### config.mk
export PLATFORM = sky130hd
export DESIGN_NAME = lcd_bus_driver
export DESIGN_NICKNAME = d
export VERILOG_FILES = /design/src/rtl/lcd_pkg.sv /design/src/rtl/lcd_delay_counter.sv /design/src/rtl/lcd_bus_driver.sv
export SDC_FILE = /design/constraint.sdc
export NUM_CORES = 1
export LEC_CHECK = 0
export ABC_AREA = 1
export CELL_PAD_IN_SITES_DETAIL_PLACEMENT = 0
export CELL_PAD_IN_SITES_GLOBAL_PLACEMENT = 1
export CORE_AREA = 3 3 78 80
export CTS_CLUSTER_DIAMETER = 40
export DETAILED_ROUTE_END_ITERATION = 6
export DIE_AREA = 0 0 81 83
export PLACE_DENSITY = 0.86
export SLEW_MARGIN = 40
export SYNTH_ARGS = -nofsm -noshare
export SYNTH_HDL_FRONTEND = slang
export SYNTH_SLANG_ARGS = --single-unit
### constraint.sdc
create_clock -name clk -period 4.9 [get_ports clk]
set_clock_uncertainty 0.05 [all_clocks]
set_input_delay 1.225 -clock clk [delete_from_list [all_inputs] [get_ports clk]]
set_output_delay 1.225 -clock clk [all_outputs]
set_load 0.02 [all_outputs]
### src/rtl/lcd_pkg.sv
// Shared types and constants for the HD44780 8-bit write-only bus driver.
// The init ROM is packed so that entry 0 is the first byte sent to the panel.
package lcd_pkg;

  typedef enum logic [2:0] {
    S_PWR_WAIT,
    S_SETUP,
    S_EN_HI,
    S_HOLD,
    S_EXEC,
    S_IDLE
  } state_t;

  localparam logic [7:0] CMD_FUNC_8BIT = 8'h38;
  localparam logic [7:0] CMD_DISP_ON   = 8'h0C;
  localparam logic [7:0] CMD_CLEAR     = 8'h01;
  localparam logic [7:0] CMD_ENTRY     = 8'h06;

  localparam int INIT_LEN = 6;
  localparam logic [INIT_LEN-1:0][7:0] INIT_ROM = {
    CMD_ENTRY, CMD_CLEAR, CMD_DISP_ON, CMD_FUNC_8BIT, CMD_FUNC_8BIT, CMD_FUNC_8BIT
  };

  // Clear display (0x01) and return home (0x02/0x03) need the long busy wait.
  function automatic logic is_clear_home(input logic rs, input logic [7:0] data);
    return !rs && (data[7:2] == 6'd0) && (data != 8'd0);
  endfunction

endpackage

### src/rtl/lcd_delay_counter.sv
// Loadable down-counter that saturates at zero; done is high while the count is zero.
// Reset preloads RESET_VAL so the power-up wait starts without an explicit load.
module lcd_delay_counter #(
  parameter int               CNT_W     = 20,
  parameter logic [CNT_W-1:0] RESET_VAL = '0
) (
  input  logic             clk,
  input  logic             rst,
  input  logic             load,
  input  logic [CNT_W-1:0] load_val,
  output logic             done
);

  logic [CNT_W-1:0] count;

  always_ff @(posedge clk) begin
    if (!rst) begin
      count <= RESET_VAL;
    end else if (load) begin
      count <= load_val;
    end else if (count != '0) begin
      count <= count - 1'b1;
    end
  end

  assign done = (count == '0);

endmodule

### src/rtl/lcd_bus_driver.sv
// HD44780 8-bit write-only timing engine: runs the power-on init sequence,
// then paces core command/data writes with setup, EN pulse, hold and busy waits.
module lcd_bus_driver
  import lcd_pkg::*;
#(
  parameter int POWERUP_CYC = 750000,
  parameter int SETUP_CYC   = 4,
  parameter int EN_HIGH_CYC = 25,
  parameter int HOLD_CYC    = 2,
  parameter int EXEC_CYC    = 2500,
  parameter int CLEAR_CYC   = 82000,
  parameter int CNT_W       = 20
) (
  input  logic       clk,
  input  logic       rst,
  input  logic       req_valid,
  output logic       req_ready,
  input  logic       req_rs,
  input  logic [7:0] req_data,
  output logic       init_done,
  output logic [7:0] DATA,
  output logic       RW,
  output logic       EN,
  output logic       RS,
  output logic       ON
);

  localparam logic [CNT_W-1:0] PWR_LD   = CNT_W'(POWERUP_CYC - 1);
  localparam logic [CNT_W-1:0] SETUP_LD = CNT_W'(SETUP_CYC - 1);
  localparam logic [CNT_W-1:0] EN_LD    = CNT_W'(EN_HIGH_CYC - 1);
  localparam logic [CNT_W-1:0] HOLD_LD  = CNT_W'(HOLD_CYC - 1);
  localparam logic [CNT_W-1:0] EXEC_LD  = CNT_W'(EXEC_CYC - 1);
  localparam logic [CNT_W-1:0] CLEAR_LD = CNT_W'(CLEAR_CYC - 1);

  state_t           state, state_n;
  logic [2:0]       idx, idx_next;
  logic             cnt_load, cnt_done;
  logic [CNT_W-1:0] cnt_val;
  logic             byte_load, rs_n, idx_inc, init_set;
  logic [7:0]       byte_n;

  lcd_delay_counter #(
    .CNT_W    (CNT_W),
    .RESET_VAL(PWR_LD)
  ) u_delay (
    .clk     (clk),
    .rst     (rst),
    .load    (cnt_load),
    .load_val(cnt_val),
    .done    (cnt_done)
  );

  assign idx_next  = idx + 3'd1;
  assign req_ready = (state == S_IDLE);
  assign RW        = 1'b0;

  always_comb begin
    state_n   = state;
    cnt_load  = 1'b0;
    cnt_val   = '0;
    byte_load = 1'b0;
    byte_n    = DATA;
    rs_n      = RS;
    idx_inc   = 1'b0;
    init_set  = 1'b0;
    case (state)
      S_PWR_WAIT: if (cnt_done) begin
        state_n   = S_SETUP;
        cnt_load  = 1'b1;
        cnt_val   = SETUP_LD;
        byte_load = 1'b1;
        byte_n    = INIT_ROM[0];
        rs_n      = 1'b0;
      end
      S_SETUP: if (cnt_done) begin
        state_n  = S_EN_HI;
        cnt_load = 1'b1;
        cnt_val  = EN_LD;
      end
      S_EN_HI: if (cnt_done) begin
        state_n  = S_HOLD;
        cnt_load = 1'b1;
        cnt_val  = HOLD_LD;
      end
      S_HOLD: if (cnt_done) begin
        state_n  = S_EXEC;
        cnt_load = 1'b1;
        cnt_val  = is_clear_home(RS, DATA) ? CLEAR_LD : EXEC_LD;
      end
      S_EXEC: if (cnt_done) begin
        if (!init_done) begin
          idx_inc = 1'b1;
          if (idx_next < 3'(INIT_LEN)) begin
            state_n   = S_SETUP;
            cnt_load  = 1'b1;
            cnt_val   = SETUP_LD;
            byte_load = 1'b1;
            byte_n    = INIT_ROM[idx_next];
            rs_n      = 1'b0;
          end else begin
            init_set = 1'b1;
            state_n  = S_IDLE;
          end
        end else begin
          state_n = S_IDLE;
        end
      end
      S_IDLE: if (req_valid) begin
        state_n   = S_SETUP;
        cnt_load  = 1'b1;
        cnt_val   = SETUP_LD;
        byte_load = 1'b1;
        byte_n    = req_data;
        rs_n      = req_rs;
      end
      default: state_n = S_PWR_WAIT;
    endcase
  end

  // EN is registered off the next state so the strobe is glitch-free at the pin.
  always_ff @(posedge clk) begin
    if (!rst) begin
      state     <= S_PWR_WAIT;
      idx       <= 3'd0;
      init_done <= 1'b0;
      DATA      <= 8'd0;
      RS        <= 1'b0;
      EN        <= 1'b0;
      ON        <= 1'b0;
    end else begin
      state <= state_n;
      ON    <= 1'b1;
      EN    <= (state_n == S_EN_HI);
      if (byte_load) begin
        DATA <= byte_n;
        RS   <= rs_n;
      end
      if (idx_inc) idx <= idx_next;
      if (init_set) init_done <= 1'b1;
    end
  end

endmodule

==> results.yml, run 1 <==
detailed_routing:
  routed_via_density: 4.98
  first_pass_iters: 4
  ant_nets: 0
  wl_per_cell_um: 12.7
  wl_um: 5550
  vias: 2173
  initialDrtViolationCount: 150
  post-route-drc-count: 0
timing:
  max_freq_ghz: 0.321
  setup_viol: 0
  drv_slew: 0
  fin_tns_setup_ns: 0
  period_minus_slack_ns: 3.12
  maxSlewHeadroom_pct: 50.9
  rsz0062_at_grt: "false"
  worst_pin_slew_ns: 0.735
  period_share_pct: 63.6
  hold_viol_final: 0
job:
  drv_cap: 0
clocking:
  cts_buffer_depth: 2
  insertion_delay_ns: 0.29
  cts_resized: 0
  ctsHtreeMaxLevel: 2
  clk_pin_slew_ns: 0.07
  cts_made_buffers: 5
  cts_tree: "yes"
  hold_buffers: 0
  cts_root_buf: "clkbuf_8"
  post-cts-setup-buffers: 0
  clock_sinks: 38
floorplanning:
  die_h_um: 83
  initial_utilization_pct: 42.1
  io-pin-count: 26
  dieArea_um2: 6720
  fp.coreArea_um2: 5470
  rows: 27
  die_x_um: 81
placement:
  gp_congestion: 0.821
  dp_hpwl_um: 4260
  portBuffers: 24
  dp_cells: 428
critical_path:
  reg2regPathDepth: 12
  crit_start: "state[2]$_SDFF_PN0_"
  r2r_start: "idx[0]$_SDFFE_PN0P_"
  r2r_slack_ns: 2.78
  critPathCapture: "req_ready"
  worstPathRequired_ns: 3.62
  crit_arrival_ns: 1.84
  r2r-end: "u_delay.count[2]$_SDFFE_PN1P_"
  crit_path_end_kind: "output pin"
  worst-setup-path-type: "flip-flop to output pin"
  path_max_fanout: 10
  start_kind: "flip-flop"
synthesis:
  syn_inst: 338
  yosysWarnings: 0
  syn_nets: 355
  synth_area_um2: 2300
  avgSynthCellArea_um2: 6.81
  ys_async_sr_fraction_pct: 0
  synthFlopType: "dfxtp_1"
  synth_edf_count: 0
  yosysSeqAreaShare_pct: 33.0
  ys_ff_latch: 38
  synth_cell_type_count: 37
global_route:
  grtUsageTotal_pct: 18.2
  grt_start_max_net_pins: 22
  antenna_found_initial: 0
  grt_pass1_vias: 2127
  grt_overflow_total: 0
  grt_pass1_wl_um: 9780
cells_and_area:
  multi_input_area_um2: 1370
  num-nets-final: 380
  syn2layout_area_growth_pct: 17.9
  drive_gt1_share_pct: 10.7
  final-seq-area_um2: 761
  fill_cells: 594
  final_cells: 436
  insertedDiodeCount: 0
run_status:
  outcome: "finished, final reports clean"
power:
  powerDensity_nw_per_um2: 219
  power_leakage_nw: 1.16
  switchingPower_w: 0.000127
  comb_power_share_pct: 4.9
  ir_drop_uv: 119
  seqPwrFrac_pct: 52.6
  clockPowerShare_pct: 42.5
  switching_share_pct: 21.4
  p_int_w: 0.000467
worst_hold_path:
  whs_path_depth: 2
  hp-class: "flip-flop to flip-flop"
-- synthesized netlist by cell type (all sizes together) (2+ instances only) --
master,count,area [µm²]
o211ai,2,15.0
buf,3,17.5
nand3,29,175
xor2,5,43.8
nand3b,2,15.0
inv,39,149
o21a,2,15.0
ha,5,62.6
clkbuf,3,11.3
nand4,15,93.8
o21ai,17,85.1
nand2,95,387
nor3,6,46.3
a21oi,22,114
nor2,48,255
dfxtp,38,761
-- flip-flops by register name (all words and copies together), names as in the netlist --
name	count
u_delay.count	20
DATA	8
state	3
ON	1
RS	1
idx	3
init_done	1
EN	1
-- placed cells by master (no fill, tap or decap), types with 3 or more instances in the layout --
master | synthesis | final
a21oi_1 | 21 | 21
clkbuf_8 | 0 | 8
clkdlybuf4s50_1 | 0 | 24
dfxtp_1 | 38 | 38
ha_1 | 5 | 5
inv_1 | 36 | 36
nand2_1 | 87 | 87
nand2_2 | 6 | 6
nand3_1 | 26 | 26
nand4_1 | 15 | 15
nor2_1 | 37 | 37
nor2_2 | 5 | 5
nor2_4 | 4 | 4
nor3_1 | 4 | 4
o21ai_0 | 14 | 14
o21ai_1 | 3 | 3
xor2_1 | 5 | 5
-- critical path, cell delays in order, from the launching register on --
cell	delay, ns
dfxtp_1	0.47
inv_2	0.09
nor2_2	0.11
inv_2	0.08
nor2_8	0.17
clkdlybuf4s50_1	0.64
-- per-stage QoR --
stage,power (W),setup slack [ns],hold slack [ns],util (%),instance area [µm²]
3_5_place_dp,0.000349,1.83,0.421,47.6,2610
3_3_place_gp,0.000349,1.83,0.418,47.6,2610
2_1_floorplan,0.000336,2.78,0.401,-,2300
6_report,0.000594,1.78,0.432,49.6,2720
5_1_grt,0.000617,1.70,0.453,49.6,2720
4_1_cts,0.000602,1.77,0.434,49.6,2720
-- power by group through the flow --
stage / sequential, W / combinational [W] / clock [W]
finish: 0.000313 / 0.0000291 / 0.000253
global route: 0.000313 / 0.0000331 / 0.000271
CTS: 0.000313 / 0.0000294 / 0.000260
detailed placement: 0.000320 / 0.0000292 / 0
global placement: 0.000320 / 0.0000292 / 0
floorplan: 0.000320 / 0.0000153 / 0
-- area by class of cell --
type / count / share of cell area, %
Multi-Input combinational cell: 255 / 50.3
Tap cell: 72 / 3.32
Clock buffer: 8 / 4.06
Sequential cell: 38 / 28.0
Timing Repair Buffer: 24 / 8.85
Inverter: 39 / 5.48
-- per-layer routing --
| layer | vias up | global-route usage, % | share of wire [%] | wire, µm |
|---|---|---|---|---|
| li1 | 1149 | - | - | - |
| met1 | 963 | 24.9 | 48 | 2690 |
| met2 | 53 | 27.3 | 46 | 2560 |
| met3 | 8 | 3.80 | 4.0 | 221 |
| met4 | 0 | 7.83 | 1.5 | 86 |
| met5 | - | 0 | 0 | 0 |
-- how the worst min path moves through the flow --
| stage | start | endpoint |
|---|---|---|
| after global placement | DATA[0]$_SDFFE_PN0P_ | DATA[0]$_SDFFE_PN0P_ |
| after CTS | DATA[4]$_SDFFE_PN0P_ | DATA[4]$_SDFFE_PN0P_ |
| final | DATA[7]$_SDFFE_PN0P_ | DATA[7]$_SDFFE_PN0P_ |
| after detailed placement | DATA[3]$_SDFFE_PN0P_ | DATA[3]$_SDFFE_PN0P_ |
| after global routing | DATA[4]$_SDFFE_PN0P_ | DATA[4]$_SDFFE_PN0P_ |
| after floorplan | u_delay.count[10]$_SDFFE_PN0P_ | u_delay.count[10]$_SDFFE_PN0P_ |
-- cells by family (layout without fill, tap and decap cells) --
family	after synthesis	after routing	synth area share, %
AND/OR/NAND/NOR	198	198	43.1
AO/OA/AOI/OAI	46	46	11.4
buffers and inverters	45	71	7.71
flip-flops	38	38	33.0
adder cells (fa/ha/maj)	5	5	2.72
XOR/XNOR	5	5	1.90
other	1	1	0.163
Note: power is estimated with default switching activity, not from simulation.
==> run 2, diff against run 1 <==
Settings changed: CORE_AREA 3 3 78 80 to 3 3 84 86, DIE_AREA 0 0 81 83 to 0 0 87 89, PLACE_DENSITY 0.86 to 0.79.
Clock period 4.9 ns to 2.6 ns, I/O delays scaled along.
==> results.yml, run 2 (synthesis gave the netlist of run 1 again) <==
critical_path:
  path_max_fanout: 10
  start_kind: "flip-flop"
  worstPathRequired_ns: 1.90
  crit_arrival_ns: 1.75
  worst-setup-path-type: "flip-flop to output pin"
  crit_path_end_kind: "output pin"
power:
  comb_power_share_pct: 4.9
  switchingPower_w: 0.000252
  powerDensity_nw_per_um2: 421
  ir_drop_uv: 239
  p_int_w: 0.000897
  clockPowerShare_pct: 43.8
  switching_share_pct: 22.0
  power_leakage_nw: 1.17
  seqPwrFrac_pct: 51.3
global_route:
  grt_overflow_total: 0
  grt_pass1_wl_um: 9130
  grt_pass1_vias: 1960
  grt_start_max_net_pins: 17
  antenna_found_initial: 0
  grtUsageTotal_pct: 15.1
cells_and_area:
  reg.largest.list: "u_delay.count x20, DATA x8"
  layout_common_cells: "nand2_1 (87), dfxtp_1 (37), nor2_1 (37), inv_1 (36), nand3_1 (26)"
  largest_reg_flops: 20
  insertedDiodeCount: 0
  regMostFlops: "u_delay.count"
  final_common_cell: "nand2_1"
  syn2layout_area_growth_pct: 18.5
  num-nets-final: 381
  fill_cells: 682
  multi_input_area_um2: 1370
  final-seq-area_um2: 762
  drive_gt1_share_pct: 11.2
floorplanning:
  die_x_um: 87
  initial_utilization_pct: 36.3
  dieArea_um2: 7740
  rows: 29
  io-pin-count: 26
  die_h_um: 89
  fp.coreArea_um2: 6350
timing:
  drv_slew: 0
  worst_pin_slew_ns: 0.624
  rsz0062_at_grt: "false"
  whs_ns: 0.436
  max_freq_ghz: 0.409
  hold_viol_final: 0
  maxSlewHeadroom_pct: 57.8
  period_share_pct: 94.1
  fin_tns_setup_ns: 0
  period_minus_slack_ns: 2.45
  setup_viol: 0
clocking:
  insertion_delay_ns: 0.29
  post-cts-setup-buffers: 0
  cts_root_buf: "clkbuf_8"
  clk_pin_slew_ns: 0.08
  cts_tree: "yes"
  ctsHtreeMaxLevel: 2
  clock_sinks: 38
  cts_buffer_depth: 2
  cts_made_buffers: 5
detailed_routing:
  wl_per_cell_um: 12.7
  post-route-drc-count: 0
  ant_nets: 0
  wl_um: 5600
  initialDrtViolationCount: 132
  routed_via_density: 4.95
  first_pass_iters: 4
  vias: 2186
job:
  drv_cap: 0
placement:
  gp_congestion: 0.845
  dp_hpwl_um: 4310
  portBuffers: 24
worst_hold_path:
  hp-class: "flip-flop to flip-flop"
run_status:
  outcome: "finished, final reports clean"
[run 2: final timing paths]
check | from | endpoint | slack (ns) | depth (start not counted)
worst max-delay path | state[2]$_SDFF_PN0_ | req_ready | 0.15 | 5
worst min-delay path | DATA[7]$_SDFFE_PN0P_ | DATA[7]$_SDFFE_PN0P_ | 0.44 | 2
worst max register to register | u_delay.count[0]$_SDFFE_PN1P_ | DATA[1]$_SDFFE_PN0P_ | 0.54 | 9
worst min register to register | DATA[7]$_SDFFE_PN0P_ | DATA[7]$_SDFFE_PN0P_ | 0.44 | 2
[run 2: per-stage QoR]
step | std cells | instance area [µm²] | power [W] | setup WS [ns] | utilization, %
floorplan | 338 | 2300 | 0.000632 | 0.831 | -
global placement | 434 | 2620 | 0.000661 | 0.414 | 41.2
detailed placement | 434 | 2620 | 0.000660 | 0.390 | 41.2
CTS | 442 | 2730 | 0.00117 | 0.0467 | 43.0
global route | 442 | 2730 | 0.00120 | 0.0605 | 43.0
finish | 442 | 2730 | 0.00115 | 0.153 | 43.0
[run 2: worst max-delay path: stages (launching register included)]
cell and delay (ns):
dfxtp_2 0.40, inv_2 0.07, nor2_2 0.11, inv_2 0.07, nor2_8 0.16, clkdlybuf4s50_1 0.64
[run 2: final cells by class]
class                   count  area share, %
flip-flops and latches     38           27.9
inverters                  39           5.46
clock buffers               5           2.52
repair buffers             25           9.08
multi-input cells         255           50.0
clock inverters             3           1.47
well taps                  77           3.53
[run 2: routing by layer]
metal  GRT usage (%)  part of all wire (%)  vias up  wire length, µm
li1                -                     -     1154                -
met1            19.6                    49      976             2720
met2            25.0                    47       49             2610
met3            3.13                   3.7        7              206
met4            4.96                   1.2        0               67
met5               0                     0        -                0
[run 2: power groups by stage]
stage / registers [W] / clock network, W / logic (W)
floorplan: 0.000604 / 0 / 0.0000288
global placement: 0.000604 / 0 / 0.0000570
detailed placement: 0.000603 / 0 / 0.0000569
CTS: 0.000590 / 0.000519 / 0.0000570
global route: 0.000590 / 0.000547 / 0.0000630
finish: 0.000589 / 0.000503 / 0.0000567
[run 2: repair_timing]
item / CTS / global route
endpoints found under the setup margin: 0 / 1
hold buffers: 0 / 0
resized for setup: 0 / 1
